## src/rtl/max_pkg.sv

```systemverilog
// Shared defaults and FSM encoding for the max_scan block.
package max_pkg;
    localparam int WIDTH_DEF = 4;
    localparam int CNT_W_DEF = 4;

    typedef enum logic [1:0] {
        IDLE = 2'd0,
        SCAN = 2'd1,
        DONE = 2'd2
    } state_t;
endpackage

```

## src/rtl/max_scan_if.sv

```systemverilog
// Scan request, data stream and result handshake for max_scan.
interface max_scan_if
    import max_pkg::*;
#(
    parameter int WIDTH = WIDTH_DEF,
    parameter int CNT_W = CNT_W_DEF
);
    logic             start;
    logic [CNT_W-1:0] len;
    logic             in_valid;
    logic [WIDTH-1:0] in_data;
    logic             in_ready;
    logic             out_valid;
    logic             out_ready;
    logic [WIDTH-1:0] out_max;
    logic [CNT_W-1:0] out_idx;
    logic             busy;

    modport master (
        output start, len, in_valid, in_data, out_ready,
        input  in_ready, out_valid, out_max, out_idx, busy
    );

    modport slave (
        input  start, len, in_valid, in_data, out_ready,
        output in_ready, out_valid, out_max, out_idx, busy
    );
endinterface

```

## src/rtl/max_scan_greater.sv

```systemverilog
// Unsigned strict greater-than comparator.
module greater #(
    parameter int WIDTH = 4
) (
    input  logic [WIDTH-1:0] i_a,
    input  logic [WIDTH-1:0] i_b,
    output logic             o_gt
);
    assign o_gt = i_a > i_b;
endmodule

```

## src/rtl/max_scan.sv

```systemverilog
// Streams len words and reports the maximum and the index of its first occurrence.
module max_scan
    import max_pkg::*;
#(
    parameter int WIDTH = WIDTH_DEF,
    parameter int CNT_W = CNT_W_DEF
) (
    input  logic       clk,
    input  logic       rst,
    max_scan_if.slave  bus
);
    localparam logic [CNT_W-1:0] ONE = CNT_W'(1);

    state_t           r_state;
    logic [CNT_W-1:0] r_len;
    logic [CNT_W-1:0] r_cnt;
    logic [WIDTH-1:0] r_max;
    logic [CNT_W-1:0] r_idx;
    logic             r_in_ready;
    logic             r_out_valid;
    logic             r_busy;

    logic w_gt;
    logic w_acc;
    logic w_last;

    greater #(.WIDTH(WIDTH)) u_gt (
        .i_a  (bus.in_data),
        .i_b  (r_max),
        .o_gt (w_gt)
    );

    // r_in_ready is high exactly in SCAN, so it doubles as the state qualifier.
    assign w_acc  = r_in_ready & bus.in_valid;
    assign w_last = (r_cnt == (r_len - ONE));

    always_ff @(posedge clk) begin
        if (rst) begin
            r_state     <= IDLE;
            r_len       <= '0;
            r_cnt       <= '0;
            r_max       <= '0;
            r_idx       <= '0;
            r_in_ready  <= 1'b0;
            r_out_valid <= 1'b0;
            r_busy      <= 1'b0;
        end else begin
            case (r_state)
                IDLE: begin
                    if (bus.start && (bus.len != '0)) begin
                        r_state    <= SCAN;
                        r_len      <= bus.len;
                        r_cnt      <= '0;
                        r_max      <= '0;
                        r_idx      <= '0;
                        r_in_ready <= 1'b1;
                        r_busy     <= 1'b1;
                    end
                end
                SCAN: begin
                    if (w_acc) begin
                        if ((r_cnt == '0) || w_gt) begin
                            r_max <= bus.in_data;
                            r_idx <= r_cnt;
                        end
                        // Counter parks at len-1 on the last beat so it never wraps.
                        if (w_last) begin
                            r_state     <= DONE;
                            r_in_ready  <= 1'b0;
                            r_out_valid <= 1'b1;
                        end else begin
                            r_cnt <= r_cnt + ONE;
                        end
                    end
                end
                DONE: begin
                    if (bus.out_ready) begin
                        r_state     <= IDLE;
                        r_out_valid <= 1'b0;
                        r_busy      <= 1'b0;
                    end
                end
                default: begin
                    r_state     <= IDLE;
                    r_in_ready  <= 1'b0;
                    r_out_valid <= 1'b0;
                    r_busy      <= 1'b0;
                end
            endcase
        end
    end

    assign bus.in_ready  = r_in_ready;
    assign bus.out_valid = r_out_valid;
    assign bus.out_max   = r_max;
    assign bus.out_idx   = r_idx;
    assign bus.busy      = r_busy;
endmodule

```

## src/flat_wrapper.sv

```systemverilog
// flat-port wrapper written by rule: the top's interface ports become plain ports
module max_scan_flat import max_pkg::*;
#(
    parameter int WIDTH = WIDTH_DEF,
    parameter int CNT_W = CNT_W_DEF
)
  (clk, rst, bus_start, bus_len, bus_in_valid, bus_in_data, bus_out_ready, bus_in_ready, bus_out_valid, bus_out_max, bus_out_idx, bus_busy);
  max_scan_if #(.WIDTH(WIDTH), .CNT_W(CNT_W)) bus_i ();
  input  logic clk;
  input  logic rst;
  input wire logic [$bits(bus_i.start)-1:0] bus_start;
  input wire logic [$bits(bus_i.len)-1:0] bus_len;
  input wire logic [$bits(bus_i.in_valid)-1:0] bus_in_valid;
  input wire logic [$bits(bus_i.in_data)-1:0] bus_in_data;
  input wire logic [$bits(bus_i.out_ready)-1:0] bus_out_ready;
  output wire logic [$bits(bus_i.in_ready)-1:0] bus_in_ready;
  output wire logic [$bits(bus_i.out_valid)-1:0] bus_out_valid;
  output wire logic [$bits(bus_i.out_max)-1:0] bus_out_max;
  output wire logic [$bits(bus_i.out_idx)-1:0] bus_out_idx;
  output wire logic [$bits(bus_i.busy)-1:0] bus_busy;
  assign bus_i.start = bus_start;
  assign bus_i.len = bus_len;
  assign bus_i.in_valid = bus_in_valid;
  assign bus_i.in_data = bus_in_data;
  assign bus_i.out_ready = bus_out_ready;
  assign bus_in_ready = bus_i.in_ready;
  assign bus_out_valid = bus_i.out_valid;
  assign bus_out_max = bus_i.out_max;
  assign bus_out_idx = bus_i.out_idx;
  assign bus_busy = bus_i.busy;
  max_scan #(.WIDTH(WIDTH), .CNT_W(CNT_W)) u_core (.clk(clk), .rst(rst), .bus(bus_i));
endmodule
```

## config.mk

```make
export PLATFORM = sky130hd
export DESIGN_NAME = max_scan_flat
export DESIGN_NICKNAME = d
export VERILOG_FILES = /design/src/rtl/max_pkg.sv /design/src/rtl/max_scan_if.sv /design/src/rtl/max_scan_greater.sv /design/src/rtl/max_scan.sv /design/src/flat_wrapper.sv
export SDC_FILE = /design/constraint.sdc
export NUM_CORES = 1
export LEC_CHECK = 0
export BUFFER_PORTS_ARGS = -buffer_cell sky130_fd_sc_hd__buf_2
export CAP_MARGIN = 30
export CORE_MARGIN = 4
export CORE_UTILIZATION = 53
export CTS_CLUSTER_DIAMETER = 50
export CTS_CLUSTER_SIZE = 28
export DETAILED_ROUTE_END_ITERATION = 10
export PLACE_DENSITY = 0.8
export SETUP_SLACK_MARGIN = 0.5
export SLEW_MARGIN = 5
export SYNTH_ARGS = -nofsm -noshare
export SYNTH_HDL_FRONTEND = slang
export SYNTH_HIERARCHICAL = 1
export SYNTH_SLANG_ARGS = --single-unit
```

## constraint.sdc

```tcl
create_clock -name clk -period 2.27 [get_ports clk]
set_clock_uncertainty 0.1 [all_clocks]
set_input_delay 0.454 -clock clk [delete_from_list [all_inputs] [get_ports clk]]
set_output_delay 0.454 -clock clk [all_outputs]
set_load 0.03 [all_outputs]
```

== Word-level counts from Yosys, hierarchy flattened ==
Cells that the tools add are included.
Word-level totals
  output and inout bits: 11
  flip-flop bits (word level): 21
  logic and storage cells: 61
Operators by class
  order comparisons: 1
  bitwise gates (word level): 4
  multiplexer cells: 24
  equality and inequality tests: 9
  reductions and logical operators: 13
  $add $sub $neg: 2
Operator list (count)
  $mux 4: 7
  $pmux 4 s2: 3
  $reduce_and 4->1: 5
  $pmux 1 s3: 3
  $mux 2: 4
  $ne 2x1->1 const B: 4
  $mux 1: 6
  $pmux 2 s3: 1
  $add 4x1->4 const B: 1
  $eq 4x4->1: 1
  $gt 4x4->1: 1
  $logic_not 4->1: 1
  $ne 2x2->1 const B: 2
  $reduce_bool 4->1: 1
  $sub 4x1->4 const B: 1
  $not 1->1: 3
  $reduce_and 3->1: 1
  $eq 2x1->1 const B: 1
  $eq 2x2->1 const B: 1
  $logic_not 2->1: 1
  $reduce_and 2->1: 1
  $reduce_bool 2->1: 1
  $and 1x1->1: 1
  $logic_and 1x1->1: 1
  $logic_or 1x1->1: 1

== Depth between registers and ports, before layout ==
Gate-level depths: netlist of the first run.
  depth in word-level cells: 5
  mapped depth: 10
  mapped depth without buffers: 9

== By module ==
The synthesis of the first run kept the hierarchy.
Modules (own cells, without submodules)
  max_scan: area each 1068.5 um^2, seq. area each 420.4 um^2, instances 1, cells each 122
  greater: area each 98.8 um^2, seq. area each 0.0 um^2, instances 1, cells each 13

== Least setup slack after synthesis of the first run ==
Ideal clock, no wire load.
  path type: flip-flop to flip-flop
  start point: register u_core.r_max[1] (netlist: u_core/bus.out_max[1])
  end point: register u_core.r_max[1] (netlist: u_core/bus.out_max[1])
  data required time: 2.099 ns
  data arrival time: 1.936 ns
  cell stages (with the launch flop): 11
  slack: 0.163 ns
  setup time: 0.071 ns
  buffers on the path: 1
  period minus slack after synthesis: 2.107 ns
  cell sequence: dfxtp_1 -> inv_1 -> ha_1 -> nor2b_1 -> o211ai_1 -> a21oi_1 -> a21oi_1 -> o21bai_1 -> buf_2 -> or2_2 -> a21oi_1
On the way
  word-level cells in the longest chain between the ends: 4
RTL lines
  start: declaration: RTL line max_scan.sv:17  | logic [WIDTH-1:0] r_max;
  start signal: assignment: RTL line max_scan.sv:63  | r_max <= bus.in_data;
  $gt 4x4->1: RTL line max_scan_greater.sv:9  | assign o_gt = i_a > i_b;
  via u_core.w_gt: RTL line max_scan.sv:23  | logic w_gt;
  $logic_or 1x1->1: RTL line max_scan.sv:62  | if ((r_cnt == '0) || w_gt) begin
  $ne 2x1->1 (no line)
  $reduce_and 4->1 (no line)
The timed path passes the listed nets, and every way through them passes these cells.
A chain may end at the register's enable or synchronous reset.

== Worst setup path in the final report of the first run ==
  start point: register u_core.r_len[0]
  end point: register u_core.r_cnt[2]
On the way
  word-level cells in the longest chain between the ends: 4
RTL lines
  start: declaration: RTL line max_scan.sv:15  | logic [CNT_W-1:0] r_len;
  start signal: assignment: RTL line max_scan.sv:52  | r_len <= bus.len;
  $sub 4x1->4: RTL line max_scan.sv:35  | assign w_last = (r_cnt == (r_len - ONE));
  $eq 4x4->1: RTL line max_scan.sv:35
  $ne 2x2->1 (no line)
  $reduce_and 4->1 (no line)
  end signal: assignment: RTL line max_scan.sv:72  | r_cnt <= r_cnt + ONE;
  end: declaration: RTL line max_scan.sv:16  | logic [CNT_W-1:0] r_cnt;
Every way passes these cells.

==> results.json, run 1 <==
{
  "grt_setup_unrepaired": "yes",
  "synth_edf_count": 0,
  "slew_headroom_pct": 69.6,
  "crit_path_max_fanout": 7,
  "cp-startpoint": "u_core/r_len[0]",
  "period_needed_ns": 1.93,
  "cts_buffers": 3,
  "cts_sinks": 21,
  "ys.flop_type": "dfxtp_1",
  "vdd_drop_max_mv": 0.465,
  "grt_max_degree": 21,
  "hold_violations": 0,
  "antenna_found_initial": 0,
  "first_pass_iters": 4,
  "combPwrFrac_pct": 25.9,
  "p_sw_share_pct": 31.1,
  "globalplace.congestion": 0.797,
  "status": "complete, no violations",
  "cts_max_level": 1,
  "clockBufferDepth": 2,
  "syn_nets": 155,
  "synth_top_cell_by_area": "dfxtp_1",
  "fmax_mhz": 517,
  "yosys.area.top_type_share_pct": 36.0,
  "final_cells": 194,
  "clk_pin_slew_ns": 0.12,
  "syn_area_sq_mm": 0.00117,
  "chipHeight_um": 54.9,
  "cp.arrival_ns": 2.08,
  "finalNetCount": 188,
  "dp.final_hpwl_um": 1900,
  "grt.total_usage_pct": 21.0,
  "io_buffer_count": 23,
  "required_ns": 2.42,
  "reg2reg_depth": 8,
  "drv_cap": 0,
  "drt_iter0_markers": 7,
  "leakagePower_nw": 0.632,
  "grt_pass1_vias": 1040,
  "antenna_cells": 0,
  "syn_area_per_cell_sq_um": 8.65,
  "synth_area_leaders": "dfxtp_1, ha_1, a21oi_1",
  "clock_power_share_pct": 23.8,
  "rrSetupSlack_ns": 0.34,
  "synth_cells": 135,
  "detail-route-antenna-nets": 0,
  "die_w_um": 54.9,
  "cp-start-kind": "flop",
  "wl_per_cell_um": 14.4,
  "totalWireLength_um": 2790,
  "setup_viol": 0,
  "cts_tree": "yes",
  "power.switching_mw": 0.244,
  "rows": 16,
  "coreArea_sq_mm": 0.00202,
  "end_kind": "flop",
  "overflow": 0,
  "area_growth_pct": 33.1,
  "ys_warn_count": 6,
  "fp.dieArea_sq_mm": 0.00302,
  "yosys_register_bits": 21,
  "criticalPathCategory": "flop to flop",
  "maxSlewViolCount": 0,
  "seqPwrFrac_pct": 50.4,
  "fin_crit_sh_pct": 85.2,
  "synth.distinct_cells": 33,
  "synthArstFlopShare_pct": 0,
  "power.density_mw_per_mm2": 505,
  "route.detailed.drc": 0,
  "io-pin-count": 24,
  "grt_pass1_wl_um": 4570,
  "vias": 1042,
  "reg2reg_to": "u_core/r_cnt[2]",
  "worstSetupEndpoint": "u_core/r_cnt[2]",
  "clock_latency_ns": 0.31,
  "worst_slew_pin_slew_ns": 0.455,
  "viasPerCell": 5.37,
  "synth_seq_area_share_pct": 36.0,
  "fin_tns_setup_ns": 0,
  "r2r-start": "u_core/r_len[0]",
  "hold_class": "input pin to flop",
  "drive_gt1_share_pct": 46.1,
  "initial_utilization_pct": 57.7,
  "dp.cells": 183,
  "cts-root-buf": "clkbuf_4",
  "p_int_mw": 0.541
}
## per-stage QoR
| stage | cell area, sq um | power [mW] | setup slack, ns | hold WS [ns] | util, % |
|---|---|---|---|---|---|
| after detailed placement | 1360 | 0.565 | 0.0579 | 0.351 | 67.2 |
| after CTS | 1540 | 0.782 | 0.393 | 0.312 | 75.9 |
| after global routing | 1550 | 0.821 | 0.274 | 0.303 | 76.9 |
| after global placement | 1360 | 0.558 | 0.138 | 0.346 | 67.2 |
| after floorplan | 1210 | 0.519 | 0.327 | 0.382 | - |
| final | 1550 | 0.785 | 0.337 | 0.311 | 76.9 |
## cells in the mapped netlist (3+ instances only)
master   instances
a21oi_1         13
dfxtp_1         21
ha_1             7
or2_2            6
mux2i_1          6
inv_1           17
o21ai_0          3
nand3_1          8
xnor2_1          5
nand2_1          4
nor2_1          14
or3_1            3
## sequential cells by signal, summed over array words and instances, names as in the netlist
register / flops
u_core/r_len: 4
u_core/r_cnt: 4
u_core/bus.out_valid: 1
u_core/bus.out_max: 4
u_core/bus.in_ready: 1
u_core/bus.out_idx: 4
u_core/bus.busy: 1
u_core/r_state: 2
## area by class of cell
| class | instances | area, sq um |
|---|---|---|
| Clock buffer | 3 | 22.5 |
| Clock inverter | 1 | 5.00 |
| Fill cell | 149 | 468 |
| Inverter | 17 | 63.8 |
| Multi-Input combinational cell | 93 | 810 |
| Sequential cell | 21 | 433 |
| Tap cell | 27 | 33.8 |
| Timing Repair Buffer | 32 | 186 |
## critical path, cell delays in order (launching register included)
cell	delay [ns]
dfxtp_2	0.36
inv_2	0.05
ha_4	0.16
xnor2_2	0.14
xnor2_2	0.21
o41ai_4	0.11
buf_4	0.17
or3_4	0.36
a211oi_2	0.21
## layout by cell type, fill, tap and decap left out, drive strengths merged, types with 4 or more instances in the layout
master   n
inv     17
buf     32
a21oi   13
dfxtp   21
nand2    4
nand3    8
nor2    14
ha       7
mux2i    6
xnor2    5
or2      6
## routing by layer
layer | GRT usage [%] | vias up | wire, um
met5 | 0 | - | 0
met4 | 6.07 | 0 | 24
met3 | 4.02 | 3 | 127
met2 | 38.8 | 23 | 1440
met1 | 24.4 | 490 | 1190
li1 | - | 526 | -
## cell families after synthesis
kind of cell             after synthesis  share of synthesized area, %
buffers and inverters                 21                          6.97
flip-flops                            21                          36.0
XOR/XNOR                               7                          5.25
adder cells (fa/ha/maj)                7                          7.50
AND/OR/NAND/NOR                       46                          23.2
multiplexers                           6                          5.14
AO/OA/AOI/OAI                         27                          16.0
## power groups by stage
stage	registers (mW)	logic (mW)	clock network, mW
finish	0.395	0.203	0.187
global route	0.397	0.221	0.203
CTS	0.395	0.199	0.188
detailed placement	0.403	0.162	0
global placement	0.402	0.156	0
floorplan	0.415	0.105	0
## worst min path at each step
| stage | startpoint | endpoint | cells past startpoint |
|---|---|---|---|
| CTS | bus_in_data[2] | u_core/bus.out_max[2] | 3 |
| global placement | u_core/bus.out_valid | u_core/bus.out_valid | 1 |
| global route | bus_in_data[2] | u_core/bus.out_max[2] | 3 |
| finish | bus_in_data[2] | u_core/bus.out_max[2] | 3 |
| detailed placement | u_core/bus.out_valid | u_core/bus.out_valid | 1 |
| floorplan | u_core/r_len[3] | u_core/r_len[3] | 2 |
## timing repair
item / in CTS / in global routing
pin swaps: 17 / 2
cloned: 1 / 0
buffers inserted: 6 / 0
endpoints found under the setup margin: 16 / 16
hold buffers: 0 / 0
resized for setup: 25 / 4
No activity file was read; power rests on OpenSTA's default activity.
==> run 2: changes to the inputs <==
--- a/config.mk
+++ b/config.mk
@@ -5,6 +5,7 @@
 export SDC_FILE = /design/constraint.sdc
 export NUM_CORES = 1
 export LEC_CHECK = 0
+export ABC_AREA = 1
 export BUFFER_PORTS_ARGS = -buffer_cell sky130_fd_sc_hd__buf_2
 export CAP_MARGIN = 30
 export CORE_MARGIN = 4
@@ -12,7 +13,7 @@
 export CTS_CLUSTER_DIAMETER = 50
 export CTS_CLUSTER_SIZE = 28
 export DETAILED_ROUTE_END_ITERATION = 10
-export PLACE_DENSITY = 0.8
+export PLACE_DENSITY = 0.79
 export SETUP_SLACK_MARGIN = 0.5
 export SLEW_MARGIN = 5
 export SYNTH_ARGS = -nofsm -noshare
==> run 2 against run 1 <==
Against the previous run:
- synthesized cell count up 31%
- combinational power is 97% higher
- fmax grew 5.8%
- critical path type unchanged
- die area up 3.8%
==> results.json, run 2 <==
{
  "synth_top_cell_by_area": "dfxtp_1",
  "initial_utilization_pct": 55.7,
  "synthSimpleGateAreaFrac_pct": 34.9,
  "setup_viol": 0,
  "hold_slack_ns": 0.333,
  "viasPerCell": 5.52,
  "hold_violations": 0,
  "final_cells": 235,
  "reg2reg_to": "u_core/bus.out_idx[1]",
  "worst_slack_ns": 0.442,
  "totalWireLength_um": 3170,
  "drv_cap": 0,
  "synth_cells": 177,
  "ys.flop_type": "dfxtp_1",
  "fin_tns_setup_ns": 0,
  "cts_buffers": 3,
  "vdd_drop_max_mv": 0.563,
  "syn_area_per_cell_sq_um": 6.89,
  "synthArstFlopShare_pct": 0,
  "layout_commonest_cell": "nand2_1",
  "clock_latency_ns": 0.30,
  "n_fill_cell": 169,
  "io-pin-count": 24,
  "clk_pin_slew_ns": 0.12,
  "maxSlewViolCount": 0,
  "vias": 1298,
  "cts-hold-fix-buffers": 0,
  "cts-root-buf": "clkbuf_4",
  "ys_warn_count": 6,
  "power.density_mw_per_mm2": 643,
  "dp.final_hpwl_um": 2210,
  "antenna_cells": 0,
  "overflow": 0,
  "synthAdderAreaFrac_pct": 7.18,
  "synth_top_family_by_area": "simple AND/OR/NAND/NOR gates",
  "r2r-start": "u_core/bus.out_max[3]",
  "slew_headroom_pct": 73.6,
  "multi_input_area_sq_um": 826,
  "yosys.area.top_type_share_pct": 34.5,
  "criticalPathCategory": "flop to flop",
  "status": "complete, no violations",
  "worstSetupEndpoint": "u_core/bus.out_idx[1]",
  "chipHeight_um": 56.0,
  "antenna_found_initial": 0,
  "yosysMostFrequentCell": "nand2_1",
  "cts_sinks": 21,
  "drt_iter0_markers": 35,
  "fp.dieArea_sq_mm": 0.00313,
  "synth.distinct_cells": 24,
  "leakagePower_nw": 0.686,
  "period_needed_ns": 1.83,
  "fmax_mhz": 547,
  "grt_pass1_vias": 1272,
  "synth_area_leaders": "dfxtp_1, nand2_1, a21oi_1",
  "crit_slowest_cell": "dfxtp_4",
  "grt_max_degree": 17,
  "cp.arrival_ns": 1.92,
  "yosys_register_bits": 21,
  "die_w_um": 56.0,
  "rows": 17,
  "grt.total_usage_pct": 20.8,
  "rrSetupSlack_ns": 0.44,
  "finalNetCount": 228,
  "cts_tree": "yes",
  "synth_edf_count": 0,
  "synth_seq_area_share_pct": 34.5,
  "layout_common_cells": "nand2_1, buf_2, nor2_1, a21oi_1, dfxtp_1",
  "area_growth_pct": 30.2,
  "worst_slew_pin_slew_ns": 0.394,
  "end_kind": "flop",
  "io_buffer_count": 23,
  "wl_per_cell_um": 13.5,
  "cts_max_level": 1,
  "first_pass_iters": 4,
  "final_area_sq_mm": 0.00159,
  "dpl_cell_area_sq_mm": 0.00141,
  "cp-startpoint": "u_core/bus.out_max[3]",
  "dp.cells": 224,
  "pre_cts_ws_ns": 0.129,
  "required_ns": 2.36,
  "synth-xor-area-share_pct": 1.44,
  "synth_common_cells": "nand2_1, a21oi_1, dfxtp_1, inv_1, nor2_1",
  "clockBufferDepth": 2,
  "slowest_delay_ns": 0.38,
  "syn_nets": 197,
  "crit_chain": "inv_4 -> ha_4 -> nand2_4 -> inv_1 -> nand2_1 -> a21oi_2 -> a31oi_2 -> a21oi_4 -> buf_6 -> nand2_8 -> nand2_1 -> a21oi_2",
  "reg2reg_depth": 12,
  "crit_path_max_fanout": 8,
  "detail-route-antenna-nets": 0,
  "muxShareOfSynthArea_pct": 0,
  "coreArea_sq_mm": 0.00219,
  "globalplace.congestion": 0.754,
  "drive_gt1_share_pct": 37.2,
  "fin_crit_sh_pct": 80.5,
  "register_area_sq_um": 435,
  "grt_pass1_wl_um": 5370,
  "hold_class": "input pin to flop",
  "cp-start-kind": "flop",
  "grt_setup_unrepaired": "yes",
  "synth_compound_area_share_pct": 13.1,
  "syn_area_sq_mm": 0.00122,
  "route.detailed.drc": 0
}
## run 2: timing repair
item	4_1_cts	5_1_grt
resized for setup	9	17
buffers inserted	7	0
endpoints found under the setup margin	12	19
pin swaps	8	3
## run 2: how the worst min path moves through the flow
stage,startpoint,to,slack [ns],depth (start not counted)
CTS,bus_in_data[0],u_core/bus.out_max[0],0.33,3
global placement,u_core/bus.busy,u_core/bus.busy,0.35,2
finish,bus_in_data[0],u_core/bus.out_max[0],0.33,3
detailed placement,u_core/bus.out_idx[2],u_core/bus.out_idx[2],0.35,2
floorplan,u_core/r_len[1],u_core/r_len[1],0.37,2
global route,bus_in_data[0],u_core/bus.out_max[0],0.32,3
## run 2: cell type report
cell class / count / area share [%]
well taps: 28 / 2.21
flip-flops and latches: 21 / 27.4
repair buffers: 30 / 10.8
inverters: 23 / 5.91
clock buffers: 4 / 1.65
multi-input cells: 129 / 52.0
## run 2: worst max-delay path, delay by kind of cell (launching register included)
family | cells | cell delay [ns]
compound gates | 4 | 0.47
flops | 1 | 0.38
fa+ha+maj | 1 | 0.27
simple gates | 4 | 0.27
buf+inv | 3 | 0.23
## run 2: per-stage QoR
stage | util (%) | power [mW]
finish | 72.5 | 1.02
floorplan | - | 0.690
detailed placement | 64.1 | 0.766
global route | 72.5 | 1.10
global placement | 64.1 | 0.750
CTS | 69.5 | 0.980
## run 2: cell families (layout without fill, tap and decap cells)
logic type      count (synthesis)  after routing
compound gates                 30             30
xor+xnor                        2              2
fa+ha+maj                       7              7
buf+inv                        27             57
flops                          21             21
simple gates                   90             90
## run 2: where the power goes
part | switching (mW) | total, mW | internal, mW
registers | 0.0415 | 0.440 | 0.399
clock network | 0.114 | 0.182 | 0.0684
logic | 0.251 | 0.400 | 0.149
total | 0.406 | 1.02 | 0.616
## run 2: metal layers
layer,up-vias,routed length (um),GRT usage [%]
met4,0,62,7.80
met5,-,0,0
met1,611,1300,24.2
met2,46,1640,37.6
li1,633,-,-
met3,8,172,3.71
==> run 3: changes to the inputs <==
--- a/config.mk
+++ b/config.mk
@@ -5,7 +5,7 @@
 export SDC_FILE = /design/constraint.sdc
 export NUM_CORES = 1
 export LEC_CHECK = 0
-export ABC_AREA = 1
+export ABC_AREA = 0
 export BUFFER_PORTS_ARGS = -buffer_cell sky130_fd_sc_hd__buf_2
 export CAP_MARGIN = 30
 export CORE_MARGIN = 4
@@ -13,7 +13,7 @@
 export CTS_CLUSTER_DIAMETER = 50
 export CTS_CLUSTER_SIZE = 28
 export DETAILED_ROUTE_END_ITERATION = 10
-export PLACE_DENSITY = 0.79
+export PLACE_DENSITY = 0.8
 export SETUP_SLACK_MARGIN = 0.5
 export SLEW_MARGIN = 5
 export SYNTH_ARGS = -nofsm -noshare
==> constraint.sdc (replaced) <==
create_clock -name clk -period 1.8 [get_ports clk]
set_clock_uncertainty 0.1 [all_clocks]
set_input_delay 0.36 -clock clk [delete_from_list [all_inputs] [get_ports clk]]
set_output_delay 0.36 -clock clk [all_outputs]
set_load 0.03 [all_outputs]
==> run 3 against run 2 <==
Against the previous run:
- the flow now finishes with violations (negative setup slack)
- register-to-register slack worse by 0.66 ns
- sequential power is 15% higher
- combinational power shrank 19%
- critical path type unchanged
- largest cell class unchanged
==> results.json, run 3 (synthesis gave the netlist of run 1 again) <==
{
  "status": "complete, but fails checks",
  "violations": "negative setup slack",
  "crit_slowest_cell": "dfxtp_4",
  "period_needed_ns": 2.01,
  "clock_latency_ns": 0.33,
  "power.density_mw_per_mm2": 591,
  "cts-hold-fix-buffers": 0,
  "cts_tree": "yes",
  "initial_utilization_pct": 57.7,
  "finalNetCount": 208,
  "io_buffer_count": 23,
  "clk_pin_slew_ns": 0.12,
  "fin_util_pct": 89.2,
  "route.detailed.drc": 0,
  "grt_setup_unrepaired": "yes",
  "end_kind": "flop",
  "setup_viol": 13,
  "viasPerCell": 5.93,
  "grt_pass1_wl_um": 4770,
  "pre_cts_ws_ns": -0.303,
  "worst-path-buf-inv": 3,
  "grt_max_degree": 21,
  "chipHeight_um": 54.9,
  "drt_iter0_markers": 41,
  "crit_path_max_fanout": 6,
  "required_ns": 1.96,
  "coreArea_sq_mm": 0.00202,
  "drive_gt1_share_pct": 54.0,
  "cts-root-buf": "clkbuf_4",
  "grt.total_usage_pct": 22.5,
  "slew_headroom_pct": 72.1,
  "vdd_drop_max_mv": 0.863,
  "overflow": 0,
  "dp.final_hpwl_um": 2170,
  "n_fill_cell": 100,
  "hold_class": "input pin to flop",
  "layout_commonest_cell": "buf_4",
  "die_w_um": 54.9,
  "area_growth_pct": 54.6,
  "cts_max_level": 1,
  "totalWireLength_um": 4100,
  "io-pin-count": 24,
  "crit_chain": "inv_1 -> ha_4 -> and4_2 -> a21oi_1 -> a21oi_1 -> o21bai_1 -> buf_4 -> buf_4 -> nand3_1 -> a21oi_2",
  "final_cells": 214,
  "wl_per_cell_um": 19.1,
  "criticalPathCategory": "flop to flop",
  "grt_pass1_vias": 1077,
  "clockBufferDepth": 2,
  "worst_slew_pin_slew_ns": 0.419,
  "slowest_delay_ns": 0.37,
  "cts_sinks": 21,
  "detail-route-antenna-nets": 0,
  "layout_common_cells": "buf_4, buf_6, inv_1, nor2_1, buf_2",
  "cp_top_family": "compound AO/OA/AOI/OAI gates",
  "cp-start-kind": "flop",
  "globalplace.congestion": 0.767,
  "leakagePower_nw": 0.739,
  "first_pass_iters": 4,
  "worst_slack_ns": -0.214,
  "fin_crit_sh_pct": 112,
  "antenna_cells": 0,
  "rows": 16,
  "hold_violations": 0,
  "antenna_found_initial": 0,
  "dp.cells": 200,
  "fp.dieArea_sq_mm": 0.00302,
  "drv_cap": 0,
  "maxSlewViolCount": 0,
  "cts_buffers": 3,
  "cp.arrival_ns": 2.18,
  "fmax_mhz": 497,
  "vias": 1270
}
==> run 3: cell count changes in the layout (fill, tap and decap cells not counted), moves of 4 or more <==
cell	previous run	this run
buf_6	1	16
nand3_1	10	6
nand2_1	40	4
inv_2	6	1
mux2i_1	0	6
o21ai_0	5	1
dfxtp_2	3	10
a21oi_1	15	9
dfxtp_1	15	7
nand2_2	5	0
buf_4	6	23
nand4_1	8	0
buf_2	23	13
nand2_4	5	0
==> run 3: stage by stage <==
step,power [mW],hold slack [ns],setup TNS (ns),cell area (sq um)
floorplan,0.656,0.382,-0.579,1220
global placement,0.733,0.343,-1.85,1490
detailed placement,0.745,0.366,-2.74,1490
CTS,1.00,0.210,-1.66,1640
global route,1.12,0.211,-2.86,1800
finish,1.07,0.223,-2.02,1800
==> run 3: layer usage <==
layer	part of all wire (%)	routed length (um)	GRT usage (%)
met5	0	0	0
met4	3.8	155	6.07
met3	8.1	330	5.63
met2	50	2030	40.4
met1	39	1580	26.3
==> run 3: report_power, final <==
| group | leakage, nW | switching (mW) | total, mW | internal (mW) |
|---|---|---|---|---|
| sequential | 0.179 | 0.0224 | 0.504 | 0.481 |
| combinational | 0.545 | 0.167 | 0.322 | 0.155 |
| clock | 0.0150 | 0.154 | 0.241 | 0.0872 |
==> run 3: worst register-to-register path: stages, from the launching register on <==
cell and delay, ns:
dfxtp_4 0.37, inv_1 0.11, ha_4 0.22, and4_2 0.21, a21oi_1 0.17, a21oi_1 0.07
o21bai_1 0.16, buf_4 0.20, buf_4 0.13, nand3_1 0.09, a21oi_2 0.13
==> run 3: area by class of cell <==
class / count / area, sq um / share of cell area, %
well taps: 27 / 33.8 / 1.87
inverters: 17 / 66.3 / 3.68
flip-flops and latches: 21 / 448 / 24.8
multi-input cells: 93 / 812 / 45.0
repair buffers: 52 / 418 / 23.2
clock buffers: 4 / 26.3 / 1.46
==> run 3: final timing paths <==
path                    startpoint                    end  slack (ns)  cells past startpoint
min                 bus_in_data[2]  u_core/bus.out_max[2]        0.22                      3
min reg2reg  u_core/bus.out_idx[0]  u_core/bus.out_idx[0]        0.42                      2
max reg2reg  u_core/bus.out_max[3]  u_core/bus.out_max[3]       -0.21                     10
max          u_core/bus.out_max[3]  u_core/bus.out_max[3]       -0.21                     10
==> run 3: repair_timing <==
item / in CTS / in global routing
gates cloned: 0 / 1
setup endpoints to repair: 31 / 31
pin swaps: 9 / 13
gates resized for setup: 34 / 26
setup buffers: 1 / 8
